`config.mk`:
```
export PLATFORM = sky130hd
export DESIGN_NAME = relu_stream
export DESIGN_NICKNAME = d
export VERILOG_FILES = /design/src/rtl/relu_stream.sv
export SDC_FILE = /design/constraint.sdc
export NUM_CORES = 1
export LEC_CHECK = 0
export CAP_MARGIN = 10
export CORE_MARGIN = 5
export CORE_UTILIZATION = 54
export DETAILED_ROUTE_END_ITERATION = 10
export GPL_TIMING_DRIVEN = 0
export PLACE_DENSITY = 0.81
export SYNTH_ARGS = -nofsm -noshare
export SYNTH_HDL_FRONTEND = slang
export SYNTH_SLANG_ARGS = --single-unit
```
`constraint.sdc`:
```
create_clock -name clk -period 3.8 [get_ports clk]
set_input_delay 0.76 -clock clk [delete_from_list [all_inputs] [get_ports clk]]
set_output_delay 0.76 -clock clk [all_outputs]
set_load 0.01 [all_outputs]
```
`src/rtl/relu_stream.sv`:
```
// relu_stream: two-stage pipelined multi-lane activation unit (ReLU, leaky
// ReLU, clipped ReLU, bypass) with a valid/ready stream on both sides.
// S1 registers the incoming beat together with its mode and clip bound, and
// S2 registers the activated result, so changing mode or clip_max never
// affects a beat that is already in flight.
// Optional feature: define RELU_STATS_EN to add a saturating counter of
// negative input lanes (ports stats_clr / neg_cnt).

module relu_stream #(
  parameter int INPUT_WIDTH = 3,
  parameter int DATA_WIDTH  = 16,
  parameter int LEAK_SHIFT  = 3
) (
  input  logic                                   clk,
  input  logic                                   rst_n,
  input  logic [1:0]                             mode,
  input  logic signed [DATA_WIDTH-1:0]           clip_max,
  input  logic                                   in_valid,
  output logic                                   in_ready,
  input  logic [INPUT_WIDTH-1:0][DATA_WIDTH-1:0] a_in,
  output logic                                   out_valid,
  input  logic                                   out_ready,
  output logic [INPUT_WIDTH-1:0][DATA_WIDTH-1:0] a_out
`ifdef RELU_STATS_EN
  ,
  input  logic                                   stats_clr,
  output logic [31:0]                            neg_cnt
`endif
);

  localparam logic [1:0] MODE_RELU  = 2'b00;
  localparam logic [1:0] MODE_LEAKY = 2'b01;
  localparam logic [1:0] MODE_CLIP  = 2'b10;

  typedef logic [INPUT_WIDTH-1:0][DATA_WIDTH-1:0] lanes_t;

  // S1: captured input beat and the controls that travel with it
  logic                         s1_v_q, s1_v_d;
  lanes_t                       s1_data_q, s1_data_d;
  logic [1:0]                   s1_mode_q, s1_mode_d;
  logic signed [DATA_WIDTH-1:0] s1_clip_q, s1_clip_d;

  // S2: activated result presented downstream
  logic   s2_v_q, s2_v_d;
  lanes_t s2_data_q, s2_data_d;

  logic   s1_en;
  logic   s2_en;
  logic   in_fire;
  lanes_t act_res;

  // Single lane activation; a negative clip bound forces the whole clipped
  // range to zero rather than letting a non-negative x saturate to a negative value.
  function automatic logic [DATA_WIDTH-1:0] act_lane(
    input logic signed [DATA_WIDTH-1:0] x,
    input logic [1:0]                   m,
    input logic signed [DATA_WIDTH-1:0] cmax
  );
    logic [DATA_WIDTH-1:0] r;
    r = x;
    case (m)
      MODE_RELU: begin
        r = x[DATA_WIDTH-1] ? '0 : x;
      end
      MODE_LEAKY: begin
        r = x[DATA_WIDTH-1] ? (x >>> LEAK_SHIFT) : x;
      end
      MODE_CLIP: begin
        if (cmax[DATA_WIDTH-1] || x[DATA_WIDTH-1]) begin
          r = '0;
        end else if (x > cmax) begin
          r = cmax;
        end else begin
          r = x;
        end
      end
      default: begin
        r = x;
      end
    endcase
    return r;
  endfunction

  // Stage enables: a stage advances when it is empty or its successor advances
  always_comb begin
    s2_en    = !s2_v_q || out_ready;
    s1_en    = !s1_v_q || s2_en;
    in_ready = s1_en;
    in_fire  = in_valid && in_ready;
  end

  // Activation of the beat held in S1, using the controls captured with it
  always_comb begin
    act_res = '0;
    for (int i = 0; i < INPUT_WIDTH; i++) begin
      act_res[i] = act_lane(s1_data_q[i], s1_mode_q, s1_clip_q);
    end
  end

  // Next-state for both pipeline stages
  always_comb begin
    s1_v_d    = s1_v_q;
    s1_data_d = s1_data_q;
    s1_mode_d = s1_mode_q;
    s1_clip_d = s1_clip_q;
    s2_v_d    = s2_v_q;
    s2_data_d = s2_data_q;
    if (s1_en) begin
      s1_v_d = in_valid;
      if (in_valid) begin
        s1_data_d = a_in;
        s1_mode_d = mode;
        s1_clip_d = clip_max;
      end
    end
    if (s2_en) begin
      s2_v_d = s1_v_q;
      if (s1_v_q) begin
        s2_data_d = act_res;
      end
    end
  end

  // Pipeline registers; reset discards any in-flight beats
  always_ff @(posedge clk or negedge rst_n) begin
    if (!rst_n) begin
      s1_v_q    <= 1'b0;
      s1_data_q <= '0;
      s1_mode_q <= '0;
      s1_clip_q <= '0;
      s2_v_q    <= 1'b0;
      s2_data_q <= '0;
    end else begin
      s1_v_q    <= s1_v_d;
      s1_data_q <= s1_data_d;
      s1_mode_q <= s1_mode_d;
      s1_clip_q <= s1_clip_d;
      s2_v_q    <= s2_v_d;
      s2_data_q <= s2_data_d;
    end
  end

  assign out_valid = s2_v_q;
  assign a_out     = s2_data_q;

`ifdef RELU_STATS_EN
  localparam int NEG_W = $clog2(INPUT_WIDTH + 1);

  logic [NEG_W-1:0] neg_lanes;
  logic [32:0]      neg_sum;
  logic [31:0]      neg_cnt_q, neg_cnt_d;

  // Number of negative lanes in the current input beat
  always_comb begin
    neg_lanes = '0;
    for (int i = 0; i < INPUT_WIDTH; i++) begin
      neg_lanes = neg_lanes + NEG_W'(a_in[i][DATA_WIDTH-1]);
    end
  end

  // Saturating accumulate on accepted beats; clear wins over an increment
  always_comb begin
    neg_sum   = {1'b0, neg_cnt_q} + 33'(neg_lanes);
    neg_cnt_d = neg_cnt_q;
    if (stats_clr) begin
      neg_cnt_d = '0;
    end else if (in_fire) begin
      neg_cnt_d = neg_sum[32] ? '1 : neg_sum[31:0];
    end
  end

  // Negative-lane counter register
  always_ff @(posedge clk or negedge rst_n) begin
    if (!rst_n) begin
      neg_cnt_q <= '0;
    end else begin
      neg_cnt_q <= neg_cnt_d;
    end
  end

  assign neg_cnt = neg_cnt_q;
`endif

endmodule

```
# Word-level counts from Yosys, hierarchy flattened
# Cells that the tools add are included.
[totals]
reg_bits = 116
elab_cells = 40
input_bits = 70
[classes]
muxes = 15
reduce_logical = 10
n_eq_ne = 2
n_lt_le_gt_ge = 3
[ops]
columns = ["cell", "count"]
rows = [
  ["$mux 16", 9],
  ["$pmux 16 s3", 3],
  ["$gt 16x16->1", 3],
  ["$mux 15", 3],
  ["$logic_or 1x1->1", 5],
  ["$reduce_and 2->1", 2],
  ["$eq 2x1->1 const B", 1],
  ["$eq 2x2->1 const B", 1],
  ["$logic_not 1->1", 2],
  ["$logic_not 2->1", 1],
]

# Logic depth before layout (Yosys ltp)
# Gate-level depths: netlist of the first run.
[depth]
depth_word = 4
mapped_depth = 12
ltp_nobuf = 9

# Least setup slack after synthesis of the first run
# Ideal clock, no wire load.
[synth_path]
kind = "reg-to-reg"
start = "register s1_data_q[15] in the netlist's numbering"
end = "register s2_data_q, in the netlist a_out[14]"
arrival_time_ns = 2.584
setup_slack_ns = 1.070
required_time_ns = 3.654
path_buffers = 3
path_stages_with_launch = 12
cell_sequence = "dfrtp_1 > inv_1 > clkbuf_1 > ha_1 > nand4b_1 > a2111o_1 > a311oi_1 > a31oi_1 > buf_2 > buf_2 > nand3_1 > o311ai_0"
[synth_between]
elab_chain_cells = 4
[synth_lines]
columns = ["element", "line_no", "source"]
rows = [
  ["start: declaration", "39", "lanes_t s1_data_q, s1_data_d;"],
  ["start signal: assignment", "135", "s1_data_q <= s1_data_d;"],
  ["$gt 16x16->1", "71", "end else if (x > cmax) begin"],
  ["$mux 16", "71", ""],
  ["$mux 16", "69", "if (cmax[DATA_WIDTH-1] || x[DATA_WIDTH-1]) begin"],
  ["$pmux 16 s3 (*)", "61", "case (m)"],
  ["end signal: assignment", "139", "s2_data_q <= s2_data_d;"],
  ["end: declaration", "45", "lanes_t s2_data_q, s2_data_d;"],
]
# Every way passes the cells marked *; elsewhere a longest branch is shown, timed or not.
# A chain may end at the register's enable or synchronous reset.

# Worst setup path in the final report of the first run
[layout_path]
start = "register s1_data_q[47] in the netlist's numbering"
end = "register s2_data_q, in the netlist a_out[32]"
# Same word-level chain as after synthesis.

==> run metrics, run 1 <==
status finished clean; critical path arrival 3700 ps; met1 usage 0.373; crit path launch type register; Clock transition at path regs 60 ps; Vias 6836; row cnt 42; Yosys top cell by area dfrtp_1; most frequent cell after synthesis dfrtp_1; CP required 4140 ps; fraction of registers with async set/reset 1.00; Critical Path Sink Type register; top cells by area, synth dfrtp_1, mux2_2, ha_1; Sink Count 116; Die Span X 126 microns; share of layout cells above drive strength 1 0.126; FILL cells 1029; net count after synthesis 885; maximum VDD drop 0.502 mV; first-pass GRT wire length 35900 microns; TritonCTS Buffers 17; fin crit period 3360 ps; Routed wire per std cell 20.5 microns; leakage 3.95 nW; r2r endpoint a_out[32]$_DFFE_PN0P_; Total Nets Final 1024; Worst slew margin 0.480; number of global-route vias before repair 6805; Tightest Pin Transition 780 ps; register area share after synthesis 0.399; Post-synth EDFFs 0; Tot Pwr 0.00510 W; Fin Clk Skew 8.81 ps; CP max FO 10; met2 GRT Util 0.436; routed wire length 22400 microns; Worst R2R Start s1_data_q[47]$_DFFE_PN0P_; core area 0.0132 sq mm; clock tree from TritonCTS done; Die ar. 0.0159 sq mm; final setup fails 0; Root Driver clkbuf_16; share of the synthesized area in the top cell type 0.399; final hold slack 248 ps; CP max stage delay 430 ps; Area Growth Syn to Fin 27.8%; CP max-delay cell clkbuf_1; RSZ-0062 raised after global routing no; Worst Hold Class in2async; fin crit share 0.884; Fmax achieved 298 MHz; initial antenna violation count 0; total congestion overflow 0; CTS hold repair buffers 0; Yosys reg bits 116; CP Buf/Inv Count 3; Max H-tree Level 4; Post-Syn Area per Cell 9.52 sq um; DRT iter0 DRCs 809; CTS Buffer Depth 2; routed vias/inst 6.25; Reg2Reg Setup Slack 440 ps; CP Cell Sequence inv_1, clkbuf_1, ha_1, nand4b_1, nor3_1, a21boi_0, o21ai_0, o211ai_1, clkbuf_1, o21ai_0, o21ai_0; final hold viol count 0; die height 126 microns; Slew Viols, Final 0; DP HPWL 16100 microns; final setup margin 440 ps; I/O pin total 120; Initial Utilization 0.549; post-synthesis cell count 764; antenna-violating nets left 0; post-place setup slack 447 ps; sum of negative setup slack 0 ps; R2R depth 11; Synth top cells by count dfrtp_1, o21ai_0, nand2_1; Most used DFF post-synth dfrtp_1; Remaining DRCs 0; port bufs 119; Yosys Warn Count 0; Syn Std Cell Area 0.00728 sq mm; GRT Total Usage 0.286; Crit path max-delay family buffers and inverters; largest net degree at the start of global routing 77; MaxCap Viol Count 0; CP Class reg2reg; number of setup buffers added after CTS 0; Post-CTS Resized 0; Worst-Skew Late Latency 430 ps; most used cell, CP o21ai_0; TritonRoute pass-1 iters 6; Distinct cells, synth 49; Placer Congestion 0.979; end-of-flow core utilization 0.702; met3 Use GR 0.0855; GR peak layer met2; Pwr per Cell Area 548 mW/mm^2
-- worst register-to-register path: cells and delay by family (launching register included) --
kind,cells,cell delay [ps]
and+or+nand+nor,2,540
AOI/OAI and AO/OA,5,940
buffers and inverters,3,1030
adders and majority gates,1,360
DFF,1,410
-- layout by cell type, fill, tap and decap left out, types with 6 or more instances in the layout --
| master | Yosys | final |
|---|---|---|
| a21oi_1 | 36 | 36 |
| o21ba_2 | 7 | 7 |
| nand2_1 | 92 | 92 |
| a21o_1 | 30 | 30 |
| clkbuf_16 | 0 | 17 |
| ha_1 | 51 | 51 |
| o21ai_0 | 96 | 96 |
| nand3_1 | 48 | 48 |
| nor2_1 | 9 | 9 |
| mux2_2 | 66 | 66 |
| o211ai_1 | 34 | 34 |
| clkdlybuf4s50_1 | 0 | 118 |
| o311ai_0 | 10 | 10 |
| dfrtp_1 | 116 | 116 |
| clkbuf_1 | 42 | 43 |
| mux2i_1 | 13 | 13 |
| inv_1 | 23 | 23 |
| nand4_1 | 6 | 6 |
| a22oi_1 | 24 | 24 |
-- state kept, by name, indices dropped and copies added, names as in the netlist --
register,cells
a_out,48
out_valid,1
s1_v_q,1
s1_clip_q,16
s1_mode_q,2
s1_data_q,48
-- stage by stage --
stage               cells  instance area, sq um
CTS                  1092                  9290
global route         1092                  9290
finish               1093                  9300
detailed placement   1060                  8720
global placement     1059                  8690
floorplan             764                  7280
-- power by group --
| part | switching [W] | leakage, nW | internal, W |
|---|---|---|---|
| logic | 0.000908 | 2.31 | 0.000842 |
| clock network | 0.000614 | 0.267 | 0.000942 |
| registers | 0.000310 | 1.37 | 0.00148 |
| total | 0.00183 | 3.95 | 0.00326 |
-- logic make-up after synthesis --
family	synth area share
compound gates	0.231
simple gates	0.120
flops	0.399
mux	0.120
buf+inv	0.0418
fa+ha+maj	0.0877
-- worst max path at each step --
stage / slack, ps / to / cells past startpoint / from
2_1_floorplan: 1070 / a_out[14]$_DFFE_PN0P_ / 11 / s1_data_q[15]$_DFFE_PN0P_
3_3_place_gp: -2470 / s1_clip_q[1]$_DFFE_PN0P_ / 1 / rst_n
3_5_place_dp: 450 / a_out[33]$_DFFE_PN0P_ / 9 / out_ready
4_1_cts: 550 / a_out[46]$_DFFE_PN0P_ / 10 / s1_data_q[47]$_DFFE_PN0P_
5_1_grt: 110 / a_out[32]$_DFFE_PN0P_ / 11 / s1_data_q[47]$_DFFE_PN0P_
6_report: 440 / a_out[32]$_DFFE_PN0P_ / 11 / s1_data_q[47]$_DFFE_PN0P_
-- routing by layer --
layer,up-vias,part of all wire,routed length (microns)
li1,3111,-,-
met5,-,0,0
met3,74,0.11,2390
met4,0,0.041,910
met1,3245,0.40,9060
met2,406,0.45,10100
-- area by class of cell --
type / count / area, sq um / area share
multi-input cells: 573 / 4070 / 0.438
flip-flops and latches: 116 / 2900 / 0.312
repair buffers: 120 / 1220 / 0.131
clock buffers: 20 / 457 / 0.0491
well taps: 176 / 220 / 0.0237
plain buffers: 52 / 218 / 0.0234
clock inverters: 12 / 120 / 0.0129
inverters: 23 / 86.3 / 0.00929
diodes: 1 / 2.50 / 0.000269
Power figures use the tool's default switching activity.
==> inputs of run 2 (changes only) <==
Settings changed: CORE_UTILIZATION 54 to 29, GPL_TIMING_DRIVEN 0 to default, PLACE_DENSITY 0.81 to default, PLACE_DENSITY_LB_ADDON from default to 0.12.
==> run 2 against run 1 <==
Clock power down 6%. Cell count is 11% higher. Worst setup slack improved by 250 ps. Critical endpoint is now a_out[45]$_DFFE_PN0P_. Critical path type unchanged. Core utilization decreased by 33 points. Sequential cell count unchanged.
==> run metrics, run 2 (synthesis gave the netlist of run 1 again) <==
Vias 6375; Max H-tree Level 4; sum of negative setup slack 0 ps; top layer in use met4; final hold viol count 0; number of setup buffers added after CTS 0; most frequent cells in the layout clkdlybuf4s50_1, dfrtp_1, o21ai_0, nand2_1, mux2_2; Die ar. 0.0284 sq mm; Reg area 0.00290 sq mm; port bufs 119; GRT Total Usage 0.178; Worst Hold Class in2async; antenna-violating nets left 0; DRT iter0 DRCs 389; Clock transition at path regs 60 ps; met2 WL post-DR 11900 microns; Sequential Power Share 0.358; end-of-flow core utilization 0.377; Die Span X 168 microns; Critical Path Sink Type register; internal cell power 0.00319 W; total congestion overflow 0; Fmax achieved 322 MHz; row cnt 58; CP max stage delay 630 ps; status finished clean; critical path arrival 3400 ps; CP required 4090 ps; CP Class reg2reg; crit path launch type register; I/O pin total 120; routed vias/inst 5.26; switching part of the total power 0.362; Tightest Pin Transition 1180 ps; CP Cell Sequence inv_1, buf_4, ha_1, nand4b_1, nor3_1, a21boi_0, or2_2, o211ai_1, or4_1, o311ai_0; TritonCTS Buffers 17; TritonRoute pass-1 iters 5; Worst R2R Start s1_data_q[47]$_DFFE_PN0P_; CTS hold repair buffers 0; MaxCap Viol Count 0; multi-input logic area 0.00408 sq mm; Placer Congestion 0.834; Slew Viols, Final 0; CTS Buffer Depth 2; Routed wire per std cell 20.6 microns; Worst-Skew Late Latency 420 ps; r2r endpoint a_out[45]$_DFFE_PN0P_; number of global-route vias before repair 6352; Met3 Routed Length 1160 microns; Pwr per Cell Area 532 mW/mm^2; fin crit share 0.818; Reg2Reg Setup Slack 690 ps; maximum VDD drop 0.231 mV; Clock power frac 0.295; Initial Utilization 0.291; Total Nets Final 991; Final Instance Area 0.00940 sq mm; routed wire length 25000 microns; die height 168 microns; ANT cells 0; Placed Instance Area 0.00887 sq mm; FILL cells 2552; initial antenna violation count 0; stages on the worst setup path 10; Area Growth Syn to Fin 29.2%; Post-CTS Resized 0; R2R depth 10; Fin Clk Skew 12.8 ps; fin crit period 3110 ps; Sink Count 116; DP HPWL 17700 microns; CP max FO 16; CP max-delay cell or4_1; met1 wire length 11600 microns; final hold slack 406 ps; final setup fails 0; Worst slew margin 0.213; share of layout cells above drive strength 1 0.149; clock tree from TritonCTS done; commonest non-fill, non-tap cell in the layout clkdlybuf4s50_1; largest net degree at the start of global routing 73; CP Buf/Inv Count 2; first-pass GRT wire length 39000 microns; combinational power share 0.347; Crit path max-delay family simple AND/OR/NAND/NOR gates; core area 0.0250 sq mm; leakage 3.97 nW; Switch Pwr 0.00181 W; Remaining DRCs 0; RSZ-0062 raised after global routing no; Root Driver clkbuf_16
-- run 2: cell types whose count changed in the layout (fill, tap and decap cells not counted), moves of 4 or more --
cell / change
buf_4: +17
clkbuf_1: -42
clkinv_2: +7
inv_6: -5
buf_1: -5
buf_12: +4
-- run 2: worst max-delay path by stage --
stage	startpoint	endpoint	slack, ps
2_1_floorplan	s1_data_q[15]$_DFFE_PN0P_	a_out[14]$_DFFE_PN0P_	1070
3_5_place_dp	s1_data_q[47]$_DFFE_PN0P_	a_out[44]$_DFFE_PN0P_	740
4_1_cts	s1_data_q[47]$_DFFE_PN0P_	a_out[44]$_DFFE_PN0P_	720
5_1_grt	s1_data_q[47]$_DFFE_PN0P_	a_out[45]$_DFFE_PN0P_	460
3_3_place_gp	s1_data_q[47]$_DFFE_PN0P_	a_out[44]$_DFFE_PN0P_	820
6_report	s1_data_q[47]$_DFFE_PN0P_	a_out[45]$_DFFE_PN0P_	690
-- run 2: power by group through the flow --
stage               sequential (W)  clock [W]  combinational [W]
floorplan                  0.00174          0           0.000997
global placement           0.00182          0            0.00174
CTS                        0.00179    0.00150            0.00175
global route               0.00183    0.00155            0.00193
finish                     0.00179    0.00147            0.00174
detailed placement         0.00181          0            0.00174
-- run 2: routing by layer --
layer,track usage,vias to the layer above
met5,0,-
met4,0.0455,0
met3,0.0343,19
met2,0.287,183
met1,0.248,3120
li1,-,3053
-- run 2: cell type report --
cell class | count | area share
sequential | 116 | 0.309
timing repair buffer | 139 | 0.148
multi-input combinational | 573 | 0.434
inverter | 23 | 0.00919
tap | 330 | 0.0439
clock buffer | 21 | 0.0501
clock inverter | 10 | 0.00626
-- run 2: metrics by stage --
step	setup slack (ps)	total power (W)	cells
after floorplan	1070	0.00274	764
after global placement	822	0.00355	1181
after detailed placement	736	0.00355	1181
after CTS	723	0.00505	1212
after global routing	458	0.00531	1212
final	691	0.00500	1212
